## src/rtl/pc_pkg.sv

```systemverilog
// Shared constants and the half-width incrementer used by both PC halves.
package pc_pkg;

    localparam int BUS_W_DEF = 8;
    localparam logic [15:0] RESET_VEC_DEF = 16'hFFFC;

    // Widest half the incrementer supports; the carry sits one bit above it.
    localparam int HALF_MAX_W = 32;

    // Returns {carry, sum}: the carry is the bit just above the 'width'-bit
    // half, so one function serves any BUS_W up to HALF_MAX_W-1.
    function automatic logic [HALF_MAX_W:0] half_inc(
        input logic [HALF_MAX_W-1:0] value,
        input logic                  inc,
        input logic [5:0]            width
    );
        logic [HALF_MAX_W:0] full;
        full = {1'b0, value} + {{HALF_MAX_W{1'b0}}, inc};
        return {full[width], full[HALF_MAX_W-1:0]};
    endfunction

endpackage

```

## src/rtl/pc_half.sv

```systemverilog
// One half of the program counter: source mux, incrementer and register.
module pc_half
    import pc_pkg::*;
#(
    parameter int BUS_W = BUS_W_DEF
) (
    input  logic             CLK,
    input  logic             RST,
    input  logic [BUS_W-1:0] RST_VAL,
    input  logic             LOAD_EXT,
    input  logic [BUS_W-1:0] EXT_DATA,
    input  logic             CIN,
    output logic [BUS_W-1:0] Q,
    output logic             COUT
);

    logic [BUS_W-1:0]    r_q;
    logic [BUS_W-1:0]    w_sel;
    logic [HALF_MAX_W:0] w_res;
    logic [BUS_W-1:0]    w_sum;
    logic                w_unused_upper;

    assign w_sel = LOAD_EXT ? EXT_DATA : r_q;
    assign w_res = half_inc(HALF_MAX_W'(w_sel), CIN, 6'(BUS_W));
    assign w_sum = w_res[BUS_W-1:0];

    // Bits between the half and the carry position only ever hold the spill.
    assign w_unused_upper = ^w_res[HALF_MAX_W-1:BUS_W];

    assign COUT = w_res[HALF_MAX_W];
    assign Q    = r_q;

    always_ff @(posedge CLK) begin
        if (RST) begin
            r_q <= RST_VAL;
        end else begin
            r_q <= w_sum;
        end
    end

endmodule

```

## src/rtl/pc_unit.sv

```systemverilog
// Program counter: two chained halves, a low-half carry flag and bus drivers.
module pc_unit
    import pc_pkg::*;
#(
    parameter int                BUS_W     = BUS_W_DEF,
    parameter int                ADDR_W    = 16,
    parameter logic [ADDR_W-1:0] RESET_VEC = RESET_VEC_DEF
) (
    input  logic              CLK,
    input  logic              RST,
    input  logic              PCL_ADL_LOAD,
    input  logic              PCH_ADH_LOAD,
    input  logic              PC_INC,
    input  logic [BUS_W-1:0]  ADL_DATA,
    input  logic [BUS_W-1:0]  ADH_DATA,
    input  logic              DB_PCL_EN,
    input  logic              DB_PCH_EN,
    input  logic              ADL_PCL_EN,
    input  logic              ADH_PCH_EN,
    output logic [BUS_W-1:0]  DB_BUS,
    output logic [BUS_W-1:0]  ADL_BUS,
    output logic [BUS_W-1:0]  ADH_BUS,
    output logic [ADDR_W-1:0] PC_OUT,
    output logic              PCL_CARRY,
    output logic              DB_CONFLICT
);

    if (ADDR_W != 2 * BUS_W) begin : g_width_check
        $error("pc_unit: ADDR_W must equal 2*BUS_W");
    end

    logic [BUS_W-1:0] w_pcl;
    logic [BUS_W-1:0] w_pch;
    logic             w_lo_cout;
    logic             w_unused_hi_cout;
    logic             r_pcl_carry;

    pc_half #(.BUS_W(BUS_W)) u_lo (
        .CLK      (CLK),
        .RST      (RST),
        .RST_VAL  (RESET_VEC[BUS_W-1:0]),
        .LOAD_EXT (PCL_ADL_LOAD),
        .EXT_DATA (ADL_DATA),
        .CIN      (PC_INC),
        .Q        (w_pcl),
        .COUT     (w_lo_cout)
    );

    // The high half's carry-in is the low half's carry-out, not PC_INC.
    pc_half #(.BUS_W(BUS_W)) u_hi (
        .CLK      (CLK),
        .RST      (RST),
        .RST_VAL  (RESET_VEC[ADDR_W-1:BUS_W]),
        .LOAD_EXT (PCH_ADH_LOAD),
        .EXT_DATA (ADH_DATA),
        .CIN      (w_lo_cout),
        .Q        (w_pch),
        .COUT     (w_unused_hi_cout)
    );

    always_ff @(posedge CLK) begin
        if (RST) begin
            r_pcl_carry <= 1'b0;
        end else begin
            r_pcl_carry <= w_lo_cout;
        end
    end

    assign PC_OUT    = {w_pch, w_pcl};
    assign PCL_CARRY = r_pcl_carry;

    // Disabled drivers output zero so buses can be OR-merged; PCL wins on DB.
    assign DB_BUS      = DB_PCL_EN ? w_pcl : (DB_PCH_EN ? w_pch : '0);
    assign ADL_BUS     = ADL_PCL_EN ? w_pcl : '0;
    assign ADH_BUS     = ADH_PCH_EN ? w_pch : '0;
    assign DB_CONFLICT = DB_PCL_EN & DB_PCH_EN;

endmodule

```

## config.mk

```make
export PLATFORM = sky130hd
export DESIGN_NAME = pc_unit
export DESIGN_NICKNAME = d
export VERILOG_FILES = /design/src/rtl/pc_pkg.sv /design/src/rtl/pc_half.sv /design/src/rtl/pc_unit.sv
export SDC_FILE = /design/constraint.sdc
export NUM_CORES = 1
export LEC_CHECK = 0
export BUFFER_PORTS_ARGS = -buffer_cell sky130_fd_sc_hd__buf_4
export CAP_MARGIN = 20
export CORE_ASPECT_RATIO = 0.8
export CORE_UTILIZATION = 40
export DETAILED_ROUTE_END_ITERATION = 16
export PLACE_DENSITY_LB_ADDON = 0.08
export SYNTH_ARGS = -nofsm -noshare
export SYNTH_HDL_FRONTEND = slang
export SYNTH_HIERARCHICAL = 1
export SYNTH_SLANG_ARGS = --single-unit
```

## constraint.sdc

```tcl
create_clock -name CLK -period 5.9 [get_ports CLK]
set_input_delay 0.295 -clock CLK [delete_from_list [all_inputs] [get_ports CLK]]
set_output_delay 0.295 -clock CLK [all_outputs]
set_load 0.05 [all_outputs]
```

# Yosys cells after proc, flatten, opt, wreduce, memory -nomap -nowiden
# Index checks and enable logic that the tools add are counted.
# op_classes
addsub	2
mux	6
bitwise	1
# op_table
op	n
$mux W8	6
$add A8 B1 Y9	1
$add A8 B1 Y8	1
$and A1 B1 Y1	1
# word_totals
ff_bits	17
wordCells	12

# Longest topological paths before layout
# Gate-level depths: netlist of the first run.
# depth
depth_word	3
ltp_mapped	13
ltp_nobuf	11

# By module
# The synthesis of the first run kept the hierarchy.
# by_module_without_submodules
module	instances	cells_per_inst	area_each_um2	seq_area_each_um2
pc_half	2	60	598.1	160.2
pc_unit	1	43	251.5	20.0

# Worst setup path after synthesis of the first run
# No wires, ideal clock.
# synth_path
path_kind	input to register
startpoint	in PCL_ADL_LOAD
endpoint	reg u_hi.r_q[6] (netlist: u_hi/Q[6])
t_arrival_ns	2.631
required_ns	5.770
slack_ns	3.139
path_stages	13
n_path_buf	2
cell_sequence	buf_6 > buf_12 > mux2_2 > ha_1 > ha_1 > and3b_1 > and2b_1 > ha_1 > ha_1 > nand4b_1 > nand2_1 > a221oi_2 > o31ai_2
# synth_between
elab_chain_len	3
# synth_rtl
item	line	source
from (decl)	pc_unit.sv:11	input logic PCL_ADL_LOAD,
$mux W8	pc_half.sv:23	assign w_sel = LOAD_EXT ? EXT_DATA : r_q;
$add A8 B1 Y9	pc_pkg.sv:18	full = {1'b0, value} + {{HALF_MAX_W{1'b0}}, inc};
net w_lo_cout	pc_unit.sv:34	logic w_lo_cout;
$add A8 B1 Y8	pc_pkg.sv:18	
to (signal assigned)	pc_half.sv:37	r_q <= w_sum;
to (decl)	pc_half.sv:17	logic [BUS_W-1:0] r_q;
# The timed path passes the listed nets, and every way through them passes these cells.
# A chain may end at the register's enable or synchronous reset.

# Worst setup path in the final report of the first run
# Same ends and word-level chain as after synthesis.

==> results.sh, run 1 <==
export IMPL_syn_to_final_growth_pct=39.4
export IMPL_total_power_uw=458
export IMPL_cap_violations=0
export IMPL_holdWs_ns=0.394
export IMPL_cp_end_kind="flop"
export IMPL_die_w_um=69.1
export IMPL_grtUsageTotal=0.191
export IMPL_drive_gt1_frac=0.402
export IMPL_internal_power_uw=252
export IMPL_io_buffer_count=66
export IMPL_drt_iter0_markers=56
export IMPL_final_hold_viol_count=0
export IMPL_p_leak_uw=0.00106
export IMPL_finalMaxSlewViolations=0
export IMPL_via_per_inst=4.88
export IMPL_p_per_area_nw_per_um2=228
export IMPL_multiInputGateArea_sq_um=1070
export IMPL_netlist_area_sq_um=1440
export IMPL_critPathKind="input pin to flop"
export IMPL_p_clk_frac=0.187
export IMPL_min_period_ns=2.67
export IMPL_seqPwrFrac=0.322
export IMPL_crit_family="adder cells"
export IMPL_rrSetupSlack_ns=3.24
export IMPL_antenna_cells=0
export IMPL_setup_tns_ns=0
export IMPL_hp_class="input pin to flop"
export IMPL_postCtsHoldBufs=0
export IMPL_num_vias=1370
export IMPL_switching_share=0.448
export IMPL_syn_avg_cell_area_sq_um=8.89
export IMPL_initial_core_util=0.418
export IMPL_final_nets=269
export IMPL_arrival_ns=2.80
export IMPL_finalSetupViolCount=0
export IMPL_num_io_pins=67
export IMPL_cpMaxStageDelayCell="mux2_2"
export IMPL_fp_row_count=19
export IMPL_fp_dieH_um=55.7
export IMPL_grt_ovfl_total=0
export IMPL_combPwrFrac=0.491
export IMPL_path_max_fanout=17
export IMPL_grt_pass1_vias=1243
export IMPL_max_clock_freq_mhz=374
export IMPL_wl_mm=3.53
export IMPL_final_cell_area_sq_um=2010
export IMPL_place_ws_ns=2.99
export IMPL_place_area_sq_um=1960
export IMPL_cts_setup_buffers=0
export IMPL_drc=0
export IMPL_crit_chain="buf_4 -> mux2_2 -> ha_1 -> ha_1 -> and3b_1 -> and2b_1 -> ha_1 -> ha_1 -> nand4b_1 -> nand2_1 -> a221oi_2 -> o31ai_2"
export IMPL_skew_ns=0.00260
export IMPL_startpoint_type="input pin"
export IMPL_synth_cells=162
export IMPL_clk_path_buf_depth=2
export IMPL_grt_antenna_before_repair=0
export IMPL_ctsResizeCount=0
export IMPL_clk_latency_ns=0.25
export IMPL_die_area_sq_um=3850
export IMPL_power_switching_uw=205
export IMPL_nFillCells=333
export IMPL_cp_num_buf_inv=1
export IMPL_seq_area_sq_um=340
export IMPL_htree_levels=1
export IMPL_setup_slack_ns=3.23
export IMPL_grt_pass1_wl_mm=6.03
export IMPL_antenna_left=0
export IMPL_cts_num_sinks=17
export IMPL_clkTransAtPathRegs_ns=0.07
export IMPL_ir_worst_vdd_v=0.000182
export IMPL_status="finished clean"
export IMPL_core_area_sq_um=3450
export IMPL_yosys_warnings=6
export IMPL_rsz0062_at_grt="no"
export IMPL_wl_per_cell_um=12.6
export IMPL_cts_tree="yes"
export IMPL_root_buffer="clkbuf_8"
export IMPL_grt_max_degree=30
export IMPL_cp_required_ns=6.03
export IMPL_routabilityCongestion=0.790
export IMPL_dp_hpwl_mm=2.81
export IMPL_cts_inserted_buffers=3
export IMPL_dr_pass1_iters=4
export IMPL_cpMostUsedCell="ha_1"
export IMPL_fin_crit_sh=0.453
export IMPL_critical_path_max_stage_delay_ns=0.36
cells in the final DEF (no fill, tap or decap):
master / instances
nor2b_2: 1
nand3b_1: 2
inv_1: 2
ha_1: 4
buf_4: 66
and3_1: 2
o21ai_1: 6
a22o_2: 2
and2_1: 17
xor2_1: 8
o22ai_1: 2
and3b_1: 2
nand3b_4: 2
clkbuf_1: 1
nor2_1: 6
conb_1: 16
nand3_1: 4
a221oi_2: 2
and2b_1: 1
nand4b_4: 2
o31ai_2: 2
nor2b_1: 3
nand4b_1: 2
nand4_1: 4
a22oi_2: 4
nor3_2: 2
nand2_2: 2
mux2_2: 8
dfxtp_1: 17
o21ai_0: 8
mux2i_1: 10
clkbuf_8: 3
nand2_1: 26
final timing paths:
kind | start | to | cells past startpoint
hold / removal | PC_INC | u_lo/Q[0] | 3
setup reg to reg | u_lo/Q[0] | u_hi/Q[6] | 11
setup / recovery | PCL_ADL_LOAD | u_hi/Q[6] | 12
hold reg to reg | u_lo/Q[6] | u_lo/Q[7] | 4
metrics by stage:
stage                util  instances
detailed placement  0.570        277
global placement    0.570        277
floorplan               -        176
CTS                 0.583        281
finish              0.583        281
global route        0.583        281
tightest hold or removal path: cells and delay by family:
family                     cells  cell delay, ns
muxes                          1            0.13
buffers and inverters          1            0.08
adders and majority gates      1            0.11
routing by layer:
| metal | vias to the layer above | GRT usage | part of all wire |
|---|---|---|---|
| li1 | 711 | - | - |
| met1 | 602 | 0.300 | 0.55 |
| met2 | 55 | 0.259 | 0.38 |
| met3 | 2 | 0.0543 | 0.072 |
| met4 | 0 | 0.0262 | 0.0054 |
| met5 | - | 0 | 0 |
state kept, by name, summed over array words and instances, names as in the netlist:
signal and count:
u_hi/Q 8, u_lo/Q 8, PCL_CARRY 1
power by group through the flow:
stage | combinational [uW] | sequential (uW) | clock [uW]
floorplan | 118 | 188 | 0
global placement | 224 | 150 | 0
detailed placement | 225 | 150 | 0
CTS | 226 | 148 | 87.5
global route | 239 | 150 | 95.5
finish | 225 | 147 | 85.7
area by class of cell:
type / count / area share
multi-input cells: 150 / 0.531
repair buffers: 66 / 0.247
flip-flops and latches: 17 / 0.169
well taps: 42 / 0.0262
clock buffers: 4 / 0.0224
inverters: 2 / 0.00374
(Power assumes the default switching activity.)
==> run 2: changes to the inputs <==
Clock period 5.9 ns to 2.7 ns, I/O delays scaled along.
==> run 2 against run 1 <==
Final cell count increased by 1.1%; critical path type is now flop to flop; largest power group unchanged; wire length increased by 1.8%; non-clock buffer count increased by 3; hold slack got worse by 0.17 ns.
==> results.sh, run 2 (same netlist as run 1, synthesis figures left out) <==
export IMPL_use_met3=0.0562
export IMPL_cp_required_ns=2.84
export IMPL_min_delay_start="ADH_DATA[6]"
export IMPL_fp_dieH_um=55.7
export IMPL_grt_antenna_before_repair=0
export IMPL_drive_gt1_frac=0.417
export IMPL_final_core_util=0.590
export IMPL_rsz0062_at_grt="no"
export IMPL_status="finished clean"
export IMPL_grt_pass1_vias=1261
export IMPL_p_leak_uw=0.00107
export IMPL_grt_pass1_wl_mm=5.94
export IMPL_final_common_cell="buf_4"
export IMPL_grt_ovfl_total=0
export IMPL_setup_tns_ns=0
export IMPL_fp_row_count=19
export IMPL_hold_end="u_hi/Q[6]"
export IMPL_syn_to_final_growth_pct=41.3
export IMPL_hp_class="input pin to flop"
export IMPL_dr_pass1_iters=4
export IMPL_r2r_start="u_lo/Q[0]"
export IMPL_max_clock_freq_mhz=392
export IMPL_initial_core_util=0.418
export IMPL_clk_latency_ns=0.25
export IMPL_timing_rr_end="u_hi/Q[6]"
export IMPL_min_period_ns=2.55
export IMPL_seq_area_sq_um=342
export IMPL_cts_num_sinks=17
export IMPL_antenna_cells=0
export IMPL_core_area_sq_um=3450
export IMPL_nFillCells=323
export IMPL_layout_common_cells="69 x buf_4, 26 x nand2_1, 17 x and2_1"
export IMPL_grt_busiest_layer="met1"
export IMPL_skew_ns=0.000781
export IMPL_via_per_inst=4.75
export IMPL_startpoint_type="flop"
export IMPL_clkTransAtPathRegs_ns=0.07
export IMPL_final_nets=272
export IMPL_wl_mm=3.60
export IMPL_die_area_sq_um=3850
export IMPL_min_path_cells=3
export IMPL_antenna_left=0
export IMPL_fin_crit_sh=0.946
export IMPL_arrival_ns=2.69
export IMPL_rrSetupSlack_ns=0.15
export IMPL_drc=0
export IMPL_cts_inserted_buffers=3
export IMPL_cap_violations=0
export IMPL_cts_tree="yes"
export IMPL_htree_levels=1
export IMPL_die_w_um=69.1
export IMPL_wl_per_cell_um=12.7
export IMPL_num_vias=1350
export IMPL_root_buffer="clkbuf_8"
export IMPL_reg2reg_depth=11
export IMPL_grt_max_degree=30
export IMPL_grt_util_met2=0.266
export IMPL_finalSetupViolCount=0
export IMPL_cp_end_kind="flop"
export IMPL_holdWs_ns=0.219
export IMPL_io_buffer_count=66
export IMPL_multiInputGateArea_sq_um=1070
export IMPL_dp_hpwl_mm=2.87
export IMPL_grtUsageTotal=0.191
export IMPL_p_per_area_nw_per_um2=498
export IMPL_path_max_fanout=4
export IMPL_critPathKind="flop to flop"
export IMPL_num_io_pins=67
export IMPL_routabilityCongestion=0.770
export IMPL_drt_iter0_markers=48
export IMPL_final_hold_viol_count=0
export IMPL_finalMaxSlewViolations=0
export IMPL_clk_path_buf_depth=2
export IMPL_grtUsageMet1=0.290
export IMPL_ir_worst_vdd_v=0.000343
## run 2: through the flow
step | instance area [sq um] | std cells | setup slack (ns) | power [uW]
finish | 2030 | 284 | 0.146 | 1010
global route | 2030 | 284 | 0.00940 | 1070
global placement | 1990 | 280 | 0.163 | 826
floorplan | 1490 | 176 | 0.0992 | 670
CTS | 2030 | 284 | 0.104 | 1020
detailed placement | 1990 | 280 | 0.114 | 827
## run 2: cell type report
cell class              instances  area share
multi-input cells             150       0.526
repair buffers                 69       0.255
flip-flops and latches         17       0.168
well taps                      42      0.0258
clock buffers                   4      0.0221
inverters                       2     0.00369
## run 2: worst max path at each step
stage	startpoint	to	slack [ns]	cells after the start
2_1_floorplan	PCL_ADL_LOAD	u_hi/Q[6]	0.1	13
3_3_place_gp	u_lo/Q[0]	u_hi/Q[6]	0.16	11
3_5_place_dp	u_lo/Q[0]	u_hi/Q[6]	0.11	11
4_1_cts	u_lo/Q[0]	u_hi/Q[6]	0.10	11
5_1_grt	u_lo/Q[0]	u_hi/Q[6]	0.009	11
6_report	u_lo/Q[0]	u_hi/Q[6]	0.15	11
## run 2: worst max-delay path: stages, from the launching register on
cell	delay [ns]
dfxtp_2	0.33
mux2_2	0.25
ha_1	0.23
ha_2	0.22
and3b_1	0.20
and2b_1	0.17
ha_1	0.25
ha_1	0.25
nand4b_1	0.11
nand2_1	0.09
a221oi_2	0.24
o31ai_2	0.08
## run 2: power breakdown
part | switching, uW | total (uW) | internal, uW | leakage, uW
Combinational | 326 | 501 | 174 | 0.000902
Clock | 88.7 | 194 | 105 | 0.0000228
Sequential | 40.0 | 319 | 279 | 0.000143
Total | 455 | 1010 | 558 | 0.00107
## run 2: routing by layer
metal | vias up | part of all wire
li1 | 718 | -
met1 | 580 | 0.55
met2 | 50 | 0.37
met3 | 2 | 0.073
met4 | 0 | 0.0039
met5 | - | 0
## run 2: timing repair
action | in CTS | in global routing
endpoints found under the setup margin | 0 | 1
hold buffers | 0 | 0
resized for setup | 0 | 1
endpoints found under the hold margin | 0 | 0
buffers inserted | 0 | 0
==> run 3: changes to the inputs <==
Settings changed: ABC_AREA from default to 0.
Clock period 2.7 ns to 2.81 ns, I/O delays scaled along.
==> run 3 against run 2 <==
Die area did not move; global-route usage rose by 0.57 points; non-clock buffer count fell by 2; via count fell by 0.44%; setup slack improved by 0.057 ns; total power fell by 4.0%; register-to-register slack improved by 0.06 ns; fmax fell by 2.0%; largest power group unchanged.
==> results.sh, run 3 (same netlist as run 1, synthesis figures left out) <==
export IMPL_cp_end_kind="flop"
export IMPL_path_max_fanout=4
export IMPL_skew_ns=0.00789
export IMPL_startpoint_type="flop"
export IMPL_dr_pass1_iters=4
export IMPL_finalSetupViolCount=0
export IMPL_postCtsHoldBufs=0
export IMPL_syn_to_final_growth_pct=40.1
export IMPL_fp_row_count=19
export IMPL_grt_util_met2=0.250
export IMPL_final_cell_area_sq_um=2020
export IMPL_seqPwrFrac=0.317
export IMPL_clk_latency_ns=0.26
export IMPL_ctsResizeCount=0
export IMPL_rsz0062_at_grt="no"
export IMPL_routabilityCongestion=0.816
export IMPL_final_core_util=0.585
export IMPL_p_per_area_nw_per_um2=482
export IMPL_arrival_ns=2.74
export IMPL_cap_violations=0
export IMPL_grtUsageMet1=0.317
export IMPL_final_common_cell="buf_4"
export IMPL_grt_ovfl_total=0
export IMPL_root_buffer="clkbuf_8"
export IMPL_die_w_um=69.1
export IMPL_drive_gt1_frac=0.408
export IMPL_cts_tree="yes"
export IMPL_cts_inserted_buffers=3
export IMPL_p_leak_uw=0.00106
export IMPL_cts_num_sinks=17
export IMPL_io_buffer_count=66
export IMPL_clkTransAtPathRegs_ns=0.07
export IMPL_holdWs_ns=0.222
export IMPL_switching_share=0.456
export IMPL_num_io_pins=67
export IMPL_ir_worst_vdd_v=0.000382
export IMPL_layout_common_cells="67 x buf_4, 26 x nand2_1, 17 x dfxtp_1, 17 x and2_1, 16 x conb_1"
export IMPL_place_area_sq_um=1970
export IMPL_grt_busiest_layer="met1"
export IMPL_status="finished clean"
export IMPL_grt_max_degree=30
export IMPL_via_per_inst=4.77
export IMPL_critPathKind="flop to flop"
export IMPL_antenna_cells=0
export IMPL_num_vias=1344
export IMPL_antenna_left=0
export IMPL_core_area_sq_um=3450
export IMPL_final_nets=270
export IMPL_drc=0
export IMPL_combPwrFrac=0.487
export IMPL_use_met3=0.0525
export IMPL_power_switching_uw=443
export IMPL_cp_required_ns=2.95
export IMPL_fp_dieH_um=55.7
export IMPL_clk_path_buf_depth=2
export IMPL_wl_per_cell_um=12.7
export IMPL_grt_antenna_before_repair=0
export IMPL_drt_iter0_markers=46
export IMPL_p_clk_frac=0.196
export IMPL_hp_class="input pin to flop"
export IMPL_die_area_sq_um=3850
export IMPL_min_period_ns=2.61
export IMPL_grt_pass1_vias=1237
export IMPL_htree_levels=1
export IMPL_initial_core_util=0.418
export IMPL_grt_pass1_wl_mm=6.06
export IMPL_grtUsageTotal=0.196
export IMPL_max_clock_freq_mhz=384
export IMPL_setup_tns_ns=0
export IMPL_cts_setup_buffers=0
export IMPL_dp_hpwl_mm=2.78
export IMPL_fin_crit_sh=0.928
export IMPL_final_hold_viol_count=0
export IMPL_wl_mm=3.59
export IMPL_internal_power_uw=529
export IMPL_finalMaxSlewViolations=0
run 3: final cells by class:
type                       instances  area (sq um)
timing repair buffer              67           503
tap                               42          52.6
clock inverter                     1          5.00
sequential                        17           340
inverter                           2          7.51
clock buffer                       3          41.3
fill                             320          1430
multi-input combinational        150          1070
run 3: layer usage:
metal | vias up | share of wire | wire length, um
li1 | 709 | - | -
met1 | 583 | 0.56 | 1990
met2 | 48 | 0.37 | 1330
met3 | 4 | 0.067 | 242
met4 | 0 | 0.0067 | 24
met5 | - | 0 | 0
run 3: critical path, stage by stage, from the launching register on:
cell,delay [ns]
dfxtp_1,0.33
mux2_2,0.26
ha_1,0.23
ha_1,0.25
and3b_1,0.21
and2b_1,0.18
ha_1,0.25
ha_1,0.24
nand4b_1,0.11
nand2_1,0.10
a221oi_2,0.25
o31ai_2,0.07
run 3: stage by stage:
step | setup slack, ns | std cells | total power, uW
3_3_place_gp | 0.265 | 278 | 788
5_1_grt | 0.0325 | 282 | 1020
2_1_floorplan | 0.0966 | 176 | 643
6_report | 0.203 | 282 | 973
3_5_place_dp | 0.224 | 278 | 789
4_1_cts | 0.200 | 282 | 980
run 3: final timing paths:
check	slack, ns	startpoint	endpoint	depth (start not counted)
min reg2reg	0.77	u_hi/Q[5]	u_hi/Q[7]	4
min	0.22	ADH_DATA[6]	u_hi/Q[6]	3
max reg2reg	0.20	u_lo/Q[0]	u_hi/Q[6]	11
max	0.20	u_lo/Q[0]	u_hi/Q[6]	11
run 3: power by group through the flow:
stage / Clock (uW) / Combinational [uW] / Sequential (uW)
after floorplan: 0 / 248 / 395
final: 190 / 474 / 309
after CTS: 195 / 475 / 309
after detailed placement: 0 / 474 / 315
after global routing: 206 / 502 / 314
after global placement: 0 / 474 / 314
